--- src/rtl/bomberman_keyboard_decoder.sv ---
// PS/2 set-2 scancode parser that turns keyboard bytes into held-key flags
// and movement/bomb controls for the two Bomberman players.
module bomberman_keyboard_decoder #(
    parameter int TIMEOUT_CYCLES = 500000,
    parameter int PAUSE_SKIP     = 7
) (
    input  logic       clock,
    input  logic       reset,
    input  logic [7:0] scancode,
    input  logic       scancode_valid,
    output logic       p1_bomb,
    output logic       p1_xdir,
    output logic       p1_xmov,
    output logic       p1_ydir,
    output logic       p1_ymov,
    output logic       p2_bomb,
    output logic       p2_xdir,
    output logic       p2_xmov,
    output logic       p2_ydir,
    output logic       p2_ymov,
    output logic [9:0] key_state
);

    localparam int TW = $clog2(TIMEOUT_CYCLES + 1);
    localparam int SW = $clog2(PAUSE_SKIP + 1);
    localparam logic [TW-1:0] TIMER_LAST = TW'(TIMEOUT_CYCLES - 1);
    localparam logic [SW-1:0] SKIP_LOAD  = SW'(PAUSE_SKIP);

    typedef enum logic [2:0] {IDLE, EXT, BRK, EXTBRK, SKIP} state_t;

    state_t        state;
    logic [TW-1:0] timer;
    logic [SW-1:0] skip_cnt;
    logic          ext_code;
    logic          is_ignored;
    logic          do_make;
    logic          do_break;
    logic [9:0]    key_mask;

    // One-hot position of a mapped key in key_state; keypad codes map to nothing.
    function automatic logic [9:0] decode_key(input logic [7:0] code, input logic ext);
        logic [9:0] m;
        m = '0;
        if (!ext) begin
            case (code)
                8'h1D:   m[0] = 1'b1;
                8'h1B:   m[1] = 1'b1;
                8'h1C:   m[2] = 1'b1;
                8'h23:   m[3] = 1'b1;
                8'h29:   m[4] = 1'b1;
                8'h5A:   m[9] = 1'b1;
                default: m = '0;
            endcase
        end else begin
            case (code)
                8'h75:   m[5] = 1'b1;
                8'h72:   m[6] = 1'b1;
                8'h6B:   m[7] = 1'b1;
                8'h74:   m[8] = 1'b1;
                8'h5A:   m[9] = 1'b1;
                default: m = '0;
            endcase
        end
        return m;
    endfunction

    always_comb begin
        ext_code   = (state == EXT) || (state == EXTBRK);
        key_mask   = decode_key(scancode, ext_code);
        is_ignored = scancode inside {8'hFA, 8'hAA, 8'hFE, 8'h00, 8'hFF};
        do_make    = 1'b0;
        do_break   = 1'b0;
        if (scancode_valid) begin
            case (state)
                IDLE:        do_make  = !is_ignored && !(scancode inside {8'hE0, 8'hF0, 8'hE1});
                EXT:         do_make  = !(scancode inside {8'hE0, 8'hF0});
                BRK, EXTBRK: do_break = 1'b1;
                default:     ;
            endcase
        end
    end

    // A bomb pulse coincides with its key_state bit rising, so repeats while held are silent.
    always_ff @(posedge clock or posedge reset) begin
        if (reset) begin
            state     <= IDLE;
            timer     <= '0;
            skip_cnt  <= '0;
            key_state <= '0;
            p1_bomb   <= 1'b0;
            p2_bomb   <= 1'b0;
        end else begin
            p1_bomb <= do_make && key_mask[4] && !key_state[4];
            p2_bomb <= do_make && key_mask[9] && !key_state[9];
            if (do_make)
                key_state <= key_state | key_mask;
            else if (do_break)
                key_state <= key_state & ~key_mask;

            if (scancode_valid) begin
                timer <= '0;
                case (state)
                    IDLE: begin
                        if (scancode == 8'hE0)
                            state <= EXT;
                        else if (scancode == 8'hF0)
                            state <= BRK;
                        else if (scancode == 8'hE1) begin
                            state    <= SKIP;
                            skip_cnt <= SKIP_LOAD;
                        end
                    end
                    EXT: begin
                        if (scancode == 8'hF0)
                            state <= EXTBRK;
                        else if (scancode != 8'hE0)
                            state <= IDLE;
                    end
                    BRK, EXTBRK: state <= IDLE;
                    SKIP: begin
                        skip_cnt <= skip_cnt - SW'(1);
                        if (skip_cnt <= SW'(1))
                            state <= IDLE;
                    end
                    default: state <= IDLE;
                endcase
            end else if (state != IDLE) begin
                if (timer == TIMER_LAST) begin
                    state <= IDLE;
                    timer <= '0;
                end else begin
                    timer <= timer + TW'(1);
                end
            end
        end
    end

    // Opposite keys cancel: no movement and direction forced to 0.
    assign p1_xmov = key_state[2] ^ key_state[3];
    assign p1_xdir = key_state[3] & ~key_state[2];
    assign p1_ymov = key_state[0] ^ key_state[1];
    assign p1_ydir = key_state[1] & ~key_state[0];
    assign p2_xmov = key_state[7] ^ key_state[8];
    assign p2_xdir = key_state[8] & ~key_state[7];
    assign p2_ymov = key_state[5] ^ key_state[6];
    assign p2_ydir = key_state[6] & ~key_state[5];

endmodule

--- config.mk ---
export PLATFORM = sky130hd
export DESIGN_NAME = bomberman_keyboard_decoder
export DESIGN_NICKNAME = d
export VERILOG_FILES = /design/src/rtl/bomberman_keyboard_decoder.sv
export SDC_FILE = /design/constraint.sdc
export NUM_CORES = 1
export LEC_CHECK = 0
export CAP_MARGIN = 20
export CORE_MARGIN = 4
export CORE_UTILIZATION = 55
export DETAILED_ROUTE_END_ITERATION = 8
export PLACE_DENSITY_LB_ADDON = 0.3
export SLEW_MARGIN = 20
export SYNTH_ARGS = -nofsm -noshare
export SYNTH_HDL_FRONTEND = slang
export SYNTH_SLANG_ARGS = --single-unit
export TNS_END_PERCENT = 100
--- constraint.sdc ---
create_clock -name clock -period 4.5 [get_ports clock]
set_clock_uncertainty 0.05 [all_clocks]
set_input_delay 0.45 -clock clock [delete_from_list [all_inputs] [get_ports clock]]
set_output_delay 0.45 -clock clock [all_outputs]
set_load 0.01 [all_outputs]
Yosys cells after proc, flatten, opt, wreduce, memory -nomap -nowiden
Index checks and enable logic that the tools add are counted.
{"block": "totals", "memories": 0, "output_inout_bits": 20, "latchBits": 0, "rom_bits": 0, "register_bits": 37, "wordCells": 111, "ram_bits": 0}
{"block": "op_classes", "n_reduce_logical": 24, "n_mul": 0, "addsub": 2, "div_mod_pow": 0, "n_shift": 0, "magnitude_cmp": 1, "n_mux": 34, "n_eq_ne": 29, "bitwise": 15}
{"cell": "2-to-1 mux 19 bit", "count": 3}
{"cell": "equality test 8 bit (second input constant)", "count": 7}
{"cell": "equality test 8 x 7 -> 1 bit (second input constant)", "count": 5}
{"cell": "2-to-1 mux 3 bit", "count": 12}
{"cell": "equality test 8 x 5 -> 1 bit (second input constant)", "count": 3}
{"cell": "2-to-1 mux 10 bit", "count": 2}
{"cell": "adder 19 x 1 -> 19 bit (second input constant)", "count": 1}
{"cell": "equality test 19 bit (second input constant)", "count": 1}
{"cell": "equality test 8 x 6 -> 1 bit (second input constant)", "count": 2}
{"cell": "2-to-1 mux 1 bit", "count": 13}
{"cell": "bitwise AND 10 bit", "count": 1}
{"cell": "inverter 10 bit", "count": 1}
{"cell": "bitwise OR 10 bit", "count": 1}
{"cell": "AND reduction 5 bit", "count": 2}
{"cell": "nonzero test 2 bit", "count": 5}
{"cell": "2-to-1 mux 9 bit", "count": 1}
{"cell": "case mux 3 bit (3 select lines)", "count": 1}
{"cell": "logical NOT 8 bit", "count": 1}
{"cell": "inequality test 8 bit (second input constant)", "count": 1}
{"cell": "equality test 3 x 2 -> 1 bit (second input constant)", "count": 2}
{"cell": "inequality test 2 bit (second input constant)", "count": 3}
{"cell": "case mux 3 bit (2 select lines)", "count": 1}
{"cell": "nonzero test 3 bit", "count": 2}
{"cell": "logical AND 1 bit", "count": 5}
{"cell": "16 further kinds", "count": 29}

Longest topological paths before layout
{"block": "logic_depth", "ltp_word": 8, "depth_mapped": 7, "depth_no_buf": 7}

Worst setup path after synthesis
OpenSTA, ideal clock, no wires.
{"block": "synth_timing", "path_kind": "input to register", "start": "input scancode[1]", "end": "register with a tool-made name", "setup_slack_ns": 2.456, "n_path_buf": 1, "required_time_ns": 4.325, "t_arrival_ns": 1.868, "cell_stages": 6, "cell_sequence": "buf_2 -> or4_1 -> o211ai_1 -> o41a_1 -> nand2b_1 -> o21ai_1"}
{"element": "start: declaration", "line": "9", "source": "input logic [7:0] scancode,"}

==> results.md <==
- Post-synthesis compound-gate area fraction: 13.5%
- Routability Congestion: 0.874
- Register area share after synthesis: 43.2%
- Clk root buf: clkbuf_8
- Cts hold-fix bufs: 0
- Core Footprint: 3720 sq um
- Slowest-stage cell, CP: or4_1
- CTS tree: done
- Final setup vio count: 0
- Synthesized flop and latch total: 37
- DRT Wirelength: 4590 um
- Share of cells above drive strength 1: 5.28%
- Worst skew pair latency: 290 ps
- Area growth from synthesis to layout: 19.7%
- Ys Warns: 0
- Fin crit share: 53.7%
- Sw frac: 27.1%
- Clock Power Share: 34.5%
- # port buffers: 30
- Main combinational cell family by area after synthesis: simple AND/OR/NAND/NOR gates
- Pwr/cell area: 278 nW/um^2
- P_int: 520 uW
- Post-Synth XOR/XNOR Area: 5.72%
- TritonRoute pass-1 iters: 5
- Fin. max-slew vios: 0
- RSZ-0062 raised after global routing: false
- Top cell type's share of synthesized area: 43.2%
- DRC violations left: 0
- GRT Overall Usage: 20.0%
- CP top delay family: simple AND/OR/NAND/NOR gates
- Drt wl/cell: 14.7 um
- Top cells by count, synth: dfrtp_1, nor2_1, o21ai_0, inv_1, nand2_1
- Area leader, netlist: dfrtp_1
- Worst-Margin Slew: 710 ps
- Minimum clock period: 2420 ps
- Max clock buf depth: 2
- Post-synthesis adder-cell area fraction: 4.08%
- Critical Path Max Stage Delay: 620 ps
- Cell Rows: 22
- Die Wd: 70.4 um
- Final nets: 282
- Gate power share: 15.1%
- Count of different cell masters after synthesis: 51
- CP Data Arrival Time: 2550 ps
- Worst setup path category: primary input to register
- Hold_ws: 417 ps
- Initial Utilization: 57.7%
- Final global-route overflow total: 0
- CTS HTree Levels: 2
- Net switching power: 193 uW
- Worst Hold Class: register to register
- Post-synth net total: 252
- # fillers: 306
- Number of max-cap violations: 0
- Required time of the critical path: 4630 ps
- Worst setup margin: 2080 ps
- First-pass GRT wire length: 8050 um
- Die area: 4960 sq um
- FF-to-FF Start: state[2]
- Setup crit end kind: register
- I/O pins: 31
- FFs w/ async S/R, synth: 100%
- Buf+Inv Stages, Crit Path: 1
- Post-synthesis area per instance: 9.16 sq um
- CP cell instances: clkdlybuf4s50_1 -> or4_1 -> o211ai_1 -> o41a_1 -> nand2b_1 -> o21ai_1
- Crit. path cell count: 6
- Post-synth top flop: dfrtp_1
- Largest net degree at the start of global routing: 38
- Post-DP HPWL: 3380 um
- Clock slew at reported path FFs: 80 ps
- Reg area: 926 sq um
- Top cells by area, synth: dfrtp_1, nor2_1, o21ai_0
- Peak supply drop: 224 uV
- Outcome: complete, no violations
- Antenna viol nets, final: 0
- Achievable frequency: 0.414 GHz
- # Post-CTS Setup Buffers: 0
- Multi-input gate area: 1130 sq um
- EDFF count, synth: 0
- Reg power frac: 50.5%
- Via density: 5.98
- Hold Vio Cnt, Final: 0
- Initial antenna violation count: 0
- R2r setup slk: 2240 ps
- Rel. slew slack: 52.3%
- Post-synthesis cell area: 2140 sq um
- Via Count: 1873
- Pre-CTS setup slack: 1810 ps
- Simple-gate portion of the synthesized area: 28.3%
- Vias in the first global route: 1807
- Mux contribution to synthesized area: 0.992%
- First DRT Iteration DRCs: 117
- Crit path launch type: primary input
- Worst Path Max Fanout: 10
- Setup TNS Final: 0 ps
- Critical Path Source: scancode[1]
- Syn Inst Count: 234
- Die height: 70.4 um
- Most frequent cell after synthesis: dfrtp_1
- R2R depth: 5
- CTS resizes: 0
- Leakage: 0.00108 uW
- # diodes: 0
- TritonCTS Buffers: 5
- Clock sinks: 37
[layout by cell type (no fill, tap or decap), types with 4 or more instances in the layout]
cell type        instances
and3_1                   4
clkbuf_8                 6
clkdlybuf4s50_1         30
dfrtp_1                 37
ha_1                     7
inv_1                   13
nand2_1                 13
nand3_1                 11
nand4_1                 10
nor2_1                  27
nor2b_1                  6
nor3_1                   7
o21ai_0                 19
o21ai_1                  5
or3_1                    4
xnor2_1                  4
xor2_1                  10
[worst register-to-register path, cell delays in order, from the launching register on]
cell      delay, ps
dfrtp_1         520
nor3_4          360
o211ai_1        180
o41a_1          570
or3_1           370
o21ai_1         130
[cells by family (layout without fill, tap and decap cells)]
family                     count (synthesis)  in the layout
and+or+nand+nor                          107            107
buffers and inverters                     21             52
DFF                                       37             37
xor gates and xnor gates                  14             14
AOI/OAI and AO/OA                         46             46
adders and majority gates                  7              7
muxes                                      2              2
[metal layers]
layer | global-route usage (%) | wire [um] | vias to the layer above
li1 | - | - | 917
met1 | 26.4 | 2140 | 902
met2 | 33.0 | 2210 | 47
met3 | 4.46 | 193 | 7
met4 | 5.53 | 52 | 0
met5 | 0 | 0 | -
[worst min path at each step]
stage,end,slack [ps],cells after the start
after floorplan,timer[16],430,1
after global placement,p2_bomb,390,1
after detailed placement,p2_bomb,400,1
after CTS,p2_bomb,420,1
after global routing,p2_bomb,440,1
final,p2_bomb,420,1
[power groups by stage]
stage | registers, uW | clock network, uW | logic, uW
3_3_place_gp | 365 | 0 | 104
5_1_grt | 362 | 266 | 119
4_1_cts | 360 | 247 | 108
6_report | 360 | 246 | 107
2_1_floorplan | 364 | 0 | 63.4
3_5_place_dp | 366 | 0 | 107
[area by class of cell]
cell class / count / share of cell area (%)
Inverter: 13 / 1.90
Clock inverter: 2 / 0.536
Timing Repair Buffer: 31 / 12.0
Multi-Input combinational cell: 176 / 44.0
Sequential cell: 37 / 36.1
Tap cell: 48 / 2.34
Clock buffer: 6 / 3.22
[metrics by stage]
step	area (sq um)	instances	total power, uW	util [%]
final	2570	313	713	69.1
after detailed placement	2470	305	473	66.5
after floorplan	2140	234	427	-
after global routing	2570	313	747	69.1
after global placement	2470	305	470	66.5
after CTS	2570	313	715	69.1
Power figures use the tool's default switching activity.
